$ cat src/rtl/ram_access_arbiter.sv
// Round-robin arbiter sharing one RAM write port and one read port among NUM_REQ requesters.
// Optional macro RAM_ARB_BYPASS_EN: write-first forwarding when a write and a read hit the same address.
module ram_access_arbiter #(
  parameter int NUM_REQ = 4,
  parameter int ADDR_W  = 8,
  parameter int DATA_W  = 32
) (
  input  logic                      clk,
  input  logic                      rst_n,
  input  logic [NUM_REQ-1:0]        req_valid,
  input  logic [NUM_REQ-1:0]        req_we,
  input  logic [NUM_REQ*ADDR_W-1:0] req_addr,
  input  logic [NUM_REQ*DATA_W-1:0] req_wdata,
  output logic [NUM_REQ-1:0]        req_ready,
  output logic [NUM_REQ-1:0]        rsp_valid,
  output logic [DATA_W-1:0]         rsp_data,
  output logic                      ram_wr_en,
  output logic [ADDR_W-1:0]         ram_wr_addr,
  output logic [DATA_W-1:0]         ram_data_in,
  output logic                      ram_rd_en,
  output logic [ADDR_W-1:0]         ram_rd_addr,
  input  logic [DATA_W-1:0]         ram_data_out
);

  localparam int PTR_W = $clog2(NUM_REQ);
  localparam logic [PTR_W:0] NUM_REQ_W = (PTR_W+1)'(NUM_REQ);

  logic [PTR_W-1:0]   wr_ptr_reg, wr_ptr_next;
  logic [PTR_W-1:0]   rd_ptr_reg, rd_ptr_next;
  logic [NUM_REQ-1:0] wr_elig, rd_elig;
  logic [NUM_REQ-1:0] wr_gnt, rd_gnt;
  logic [NUM_REQ-1:0] rsp_valid_reg;
  logic [DATA_W-1:0]  rd_src;
  logic [ADDR_W-1:0]  addr_arr  [NUM_REQ];
  logic [DATA_W-1:0]  wdata_arr [NUM_REQ];

  // Grants are masked by rst_n so nothing is offered while reset is held.
  generate
    for (genvar gi = 0; gi < NUM_REQ; gi++) begin : g_req
      assign addr_arr[gi]  = req_addr[gi*ADDR_W +: ADDR_W];
      assign wdata_arr[gi] = req_wdata[gi*DATA_W +: DATA_W];
      assign wr_elig[gi]   = rst_n & req_valid[gi] & req_we[gi];
      assign rd_elig[gi]   = rst_n & req_valid[gi] & ~req_we[gi];
    end
  endgenerate

  // First eligible index at or above ptr, wrapping past NUM_REQ-1.
  function automatic logic [NUM_REQ-1:0] rr_pick(input logic [NUM_REQ-1:0] elig,
                                                 input logic [PTR_W-1:0]   ptr);
    logic [NUM_REQ-1:0] gnt;
    logic               found;
    logic [PTR_W:0]     idx_w;
    gnt   = '0;
    found = 1'b0;
    for (int off = 0; off < NUM_REQ; off++) begin
      idx_w = {1'b0, ptr} + (PTR_W+1)'(off);
      if (idx_w >= NUM_REQ_W) idx_w = idx_w - NUM_REQ_W;
      if (!found && elig[idx_w[PTR_W-1:0]]) begin
        gnt[idx_w[PTR_W-1:0]] = 1'b1;
        found = 1'b1;
      end
    end
    return gnt;
  endfunction

  always_comb begin
    wr_gnt = rr_pick(wr_elig, wr_ptr_reg);
    rd_gnt = rr_pick(rd_elig, rd_ptr_reg);
  end

  always_comb begin
    ram_wr_addr = '0;
    ram_data_in = '0;
    ram_rd_addr = '0;
    wr_ptr_next = wr_ptr_reg;
    rd_ptr_next = rd_ptr_reg;
    for (int i = 0; i < NUM_REQ; i++) begin
      if (wr_gnt[i]) begin
        ram_wr_addr = ram_wr_addr | addr_arr[i];
        ram_data_in = ram_data_in | wdata_arr[i];
        wr_ptr_next = PTR_W'((i + 1) % NUM_REQ);
      end
      if (rd_gnt[i]) begin
        ram_rd_addr = ram_rd_addr | addr_arr[i];
        rd_ptr_next = PTR_W'((i + 1) % NUM_REQ);
      end
    end
  end

  assign req_ready = wr_gnt | rd_gnt;
  assign ram_wr_en = |wr_gnt;
  assign ram_rd_en = |rd_gnt;

  always_ff @(posedge clk or negedge rst_n) begin
    if (!rst_n) begin
      wr_ptr_reg    <= '0;
      rd_ptr_reg    <= '0;
      rsp_valid_reg <= '0;
    end else begin
      wr_ptr_reg    <= wr_ptr_next;
      rd_ptr_reg    <= rd_ptr_next;
      rsp_valid_reg <= rd_gnt;
    end
  end

`ifdef RAM_ARB_BYPASS_EN
  logic              byp_hit_reg;
  logic [DATA_W-1:0] byp_data_reg;

  always_ff @(posedge clk or negedge rst_n) begin
    if (!rst_n) begin
      byp_hit_reg  <= 1'b0;
      byp_data_reg <= '0;
    end else begin
      byp_hit_reg  <= ram_wr_en & ram_rd_en & (ram_wr_addr == ram_rd_addr);
      byp_data_reg <= ram_data_in;
    end
  end

  assign rd_src = byp_hit_reg ? byp_data_reg : ram_data_out;
`else
  assign rd_src = ram_data_out;
`endif

  assign rsp_valid = rsp_valid_reg;
  assign rsp_data  = (|rsp_valid_reg) ? rd_src : '0;

endmodule
$ cat config.mk
export PLATFORM = sky130hd
export DESIGN_NAME = ram_access_arbiter
export DESIGN_NICKNAME = d
export VERILOG_FILES = /design/src/rtl/ram_access_arbiter.sv
export SDC_FILE = /design/constraint.sdc
export NUM_CORES = 1
export LEC_CHECK = 0
export CAP_MARGIN = 0
export CORE_AREA = 2 2 112 114
export CTS_BUF_LIST = sky130_fd_sc_hd__clkbuf_8
export DETAILED_ROUTE_END_ITERATION = 8
export DIE_AREA = 0 0 114 116
export SLEW_MARGIN = 5
export SYNTH_ARGS = -nofsm -noshare
export SYNTH_HDL_FRONTEND = slang
export SYNTH_SLANG_ARGS = --single-unit
$ cat constraint.sdc
create_clock -name clk -period 3.1 [get_ports clk]
set_clock_uncertainty 0.2 [all_clocks]
set_input_delay 0.31 -clock clk [delete_from_list [all_inputs] [get_ports clk]]
set_output_delay 0.31 -clock clk [all_outputs]
set_load 0.01 [all_outputs]
==> reports/metrics.yaml <==
cts_buffer_depth: 2
end_kind: "primary output"
violations: "negative setup slack"
grt_pass1_vias: 4275
critPathMaxStageDelay_ns: 0.45
overflow: 0
area_growth_syn_to_layout_pct: 178
layoutNonFillerInstCount: 812
fin_ws_ns: -0.260
synthMuxAreaShare_pct: 5.05
tritoncts: "built"
r2r_setup_slack_ns: 0.29
synth-simple-area-share_pct: 26.9
synth_edf_count: 0
required_ns: 2.59
worst_hold_path_type: "primary input to async pin"
post-dp-hpwl_um: 11700
final_antenna_net_count: 0
wire_per_inst_um: 19.9
r2r-end: "rd_ptr_reg[1]$_DFFE_PN0P_"
die_area_um2: 13200
finalSetupViolCount: 52
irDropWorstVdd_mv: 0.425
ys_types: 43
clock.fmax_mhz: 298
drt_first_pass_iters: 5
antenna_found_initial: 0
syn-num-nets: 537
power_density_nw_per_um2: 984
synthFlopType: "dfrtp_1"
drv_slew: 0
first_iter_violations: 154
die_h_um: 116
antenna_cells: 0
synthAdderAreaFrac_pct: 7.43
stdcell_area_um2: 6550
port_buffers: 291
finalHoldViolCount: 0
rows: 40
status: "finished with violations"
io_pins: 292
grt_pass1_wl_um: 22800
die_w_um: 114
dp_slack_ns: -0.683
finalCritPeriodShare_pct: 108
nFillCells: 1093
rsz0062_at_grt: "yes"
placedCellCount: 772
final_cell_mix: "228 x clkdlybuf4s50_1, 75 x a22oi_2, 53 x nand2_1"
dr_total_vias: 4089
vias_per_cell: 5.04
maxCapViolCount: 0
grt_start_max_net_pins: 29
coreArea_um2: 11900
slowest_stage: "dfrtp_2"
clk_pin_slew_worst_paths_ns: 0.05
track_usage_pct: 22.0
cts_root_buf: "clkbuf_8"
ys_warn_count: 0
min_period_ns: 3.36
drc: 0
final_common_cell: "clkdlybuf4s50_1"
synth_top_family_by_area: "compound AO/OA/AOI/OAI gates"
drive_above_1_share_pct: 37.7
synth_compound_area_share_pct: 42.4
gp_congestion: 0.829
cp.arrival_ns: 2.85
postSynthCellCount: 321
whs_ns: 0.237
timing.rr.start: "rd_ptr_reg[0]$_DFFE_PN0P_"
cp_max_fo: 7
clk_latency_ns: 0.24
cp-start-kind: "flop"
nNetsFinal: 883
worst_slew_pin_slew_ns: 0.585
numClockSinks: 8
path_cells: "inv_4, ha_4, a21boi_2, buf_4, o21ai_0, mux2i_1, a221o_2, buf_6, buf_12, a22oi_2, nand2_1, buf_2"
synth.cell_area_um2: 2360
power_uw: 6450
synthArstFlopShare_pct: 100
reg2reg_depth: 10
syn-mean-instance-area_um2: 7.34
ys_ff_latch: 8
cpLargestDelayFamily: "compound AO/OA/AOI/OAI gates"
critPathKind: "flop to primary output"
relSlewSlack_pct: 60.7
initial_core_util_pct: 19.8
leakagePower_uw: 0.00277
wirelength_um: 16100
synth_xor_area_share_pct: 0
yosysSeqAreaShare_pct: 8.50
cp.buffers_inverters: 5
htree_levels: 1
cts_buffers: 3
largest_reg_flops: 4
place_area_um2: 5680
-- area by class of cell --
class	instances	area, um^2	area share [%]
flip-flops and latches	8	203	3.09
repair buffers	370	3630	55.5
inverters	10	40.0	0.611
well taps	147	184	2.81
clock buffers	3	41.3	0.630
multi-input cells	274	2450	37.4
-- logic make-up after synthesis --
| family | after synthesis |
|---|---|
| DFF | 8 |
| and+or+nand+nor | 118 |
| adders and majority gates | 14 |
| buffers and inverters | 39 |
| muxes | 10 |
| AOI/OAI and AO/OA | 132 |
-- stage by stage --
stage	utilization [%]	TNS, ns
after global placement	47.6	-29.58
after detailed placement	47.6	-33.47
after global routing	55.0	-15.40
after floorplan	-	0
after CTS	53.4	-5.40
final	55.0	-9.51
-- power breakdown --
part / internal (uW) / total, uW / switching [uW] / leakage (uW)
clock: 85.0 / 136 / 50.5 / 0.0000216
sequential: 162 / 212 / 49.2 / 0.0000991
combinational: 3230 / 6100 / 2870 / 0.00265
-- worst register-to-register path, delay by kind of cell, from the launching register on --
kind	cells	cell delay, ns
AND/OR/NAND/NOR	3	0.54
flip-flops	1	0.43
buffers and inverters	3	0.46
multiplexers	2	0.60
AO/OA/AOI/OAI	2	0.49
-- how the worst max path moves through the flow --
| stage | end | slack (ns) | start | cells after the start |
|---|---|---|---|---|
| after floorplan | ram_rd_addr[0] | 0.31 | rd_ptr_reg[0]$_DFFE_PN0P_ | 9 |
| after global placement | ram_rd_addr[5] | -0.60 | rst_n | 11 |
| after detailed placement | ram_rd_addr[5] | -0.68 | rst_n | 10 |
| after CTS | ram_data_in[1] | -0.20 | wr_ptr_reg[0]$_DFFE_PN0P_ | 13 |
| after global routing | ram_wr_addr[6] | -0.39 | wr_ptr_reg[0]$_DFFE_PN0P_ | 12 |
| final | ram_data_in[20] | -0.26 | wr_ptr_reg[0]$_DFFE_PN0P_ | 12 |
-- Yosys cell counts, types with 2 or more instances --
library cell | count | area share, %
a22oi_1 | 93 | 30
nand2_1 | 55 | 8.8
nor2b_1 | 32 | 8.5
buf_4 | 15 | 4.8
ha_1 | 14 | 7.4
buf_2 | 9 | 1.9
inv_1 | 9 | 1.4
a21oi_1 | 8 | 1.7
a221o_1 | 8 | 3.4
dfrtp_1 | 8 | 8.5
nor2_1 | 6 | 0.96
o21ai_0 | 6 | 1.3
a21boi_0 | 4 | 1.3
mux2i_1 | 4 | 1.7
a22oi_2 | 3 | 1.6
and4b_1 | 3 | 1.3
clkbuf_1 | 3 | 0.48
mux2_4 | 3 | 1.9
nand4_1 | 3 | 0.80
o21bai_1 | 3 | 0.96
a41oi_1 | 2 | 0.74
and4_1 | 2 | 0.74
buf_6 | 2 | 0.96
mux2_2 | 2 | 0.96
nand3b_1 | 2 | 0.64
nand4b_1 | 2 | 0.74
o211ai_1 | 2 | 0.64
or2_0 | 2 | 0.53
or2_2 | 2 | 0.53
-- per-layer routing --
metal	GRT usage [%]	up-vias	wire [um]
met5	0	-	0
met4	6.02	0	288
met3	4.24	25	1120
met2	42.3	197	8540
met1	24.6	1939	6200
li1	-	1928	-
-- what timing repair did --
item	CTS	global route
gates cloned	7	1
gates resized for setup	336	52
endpoints found under the setup margin	54	54
buffers inserted	27	10
hold buffers	0	0
pin swaps	49	47
No activity file was read; power rests on OpenSTA's default activity.
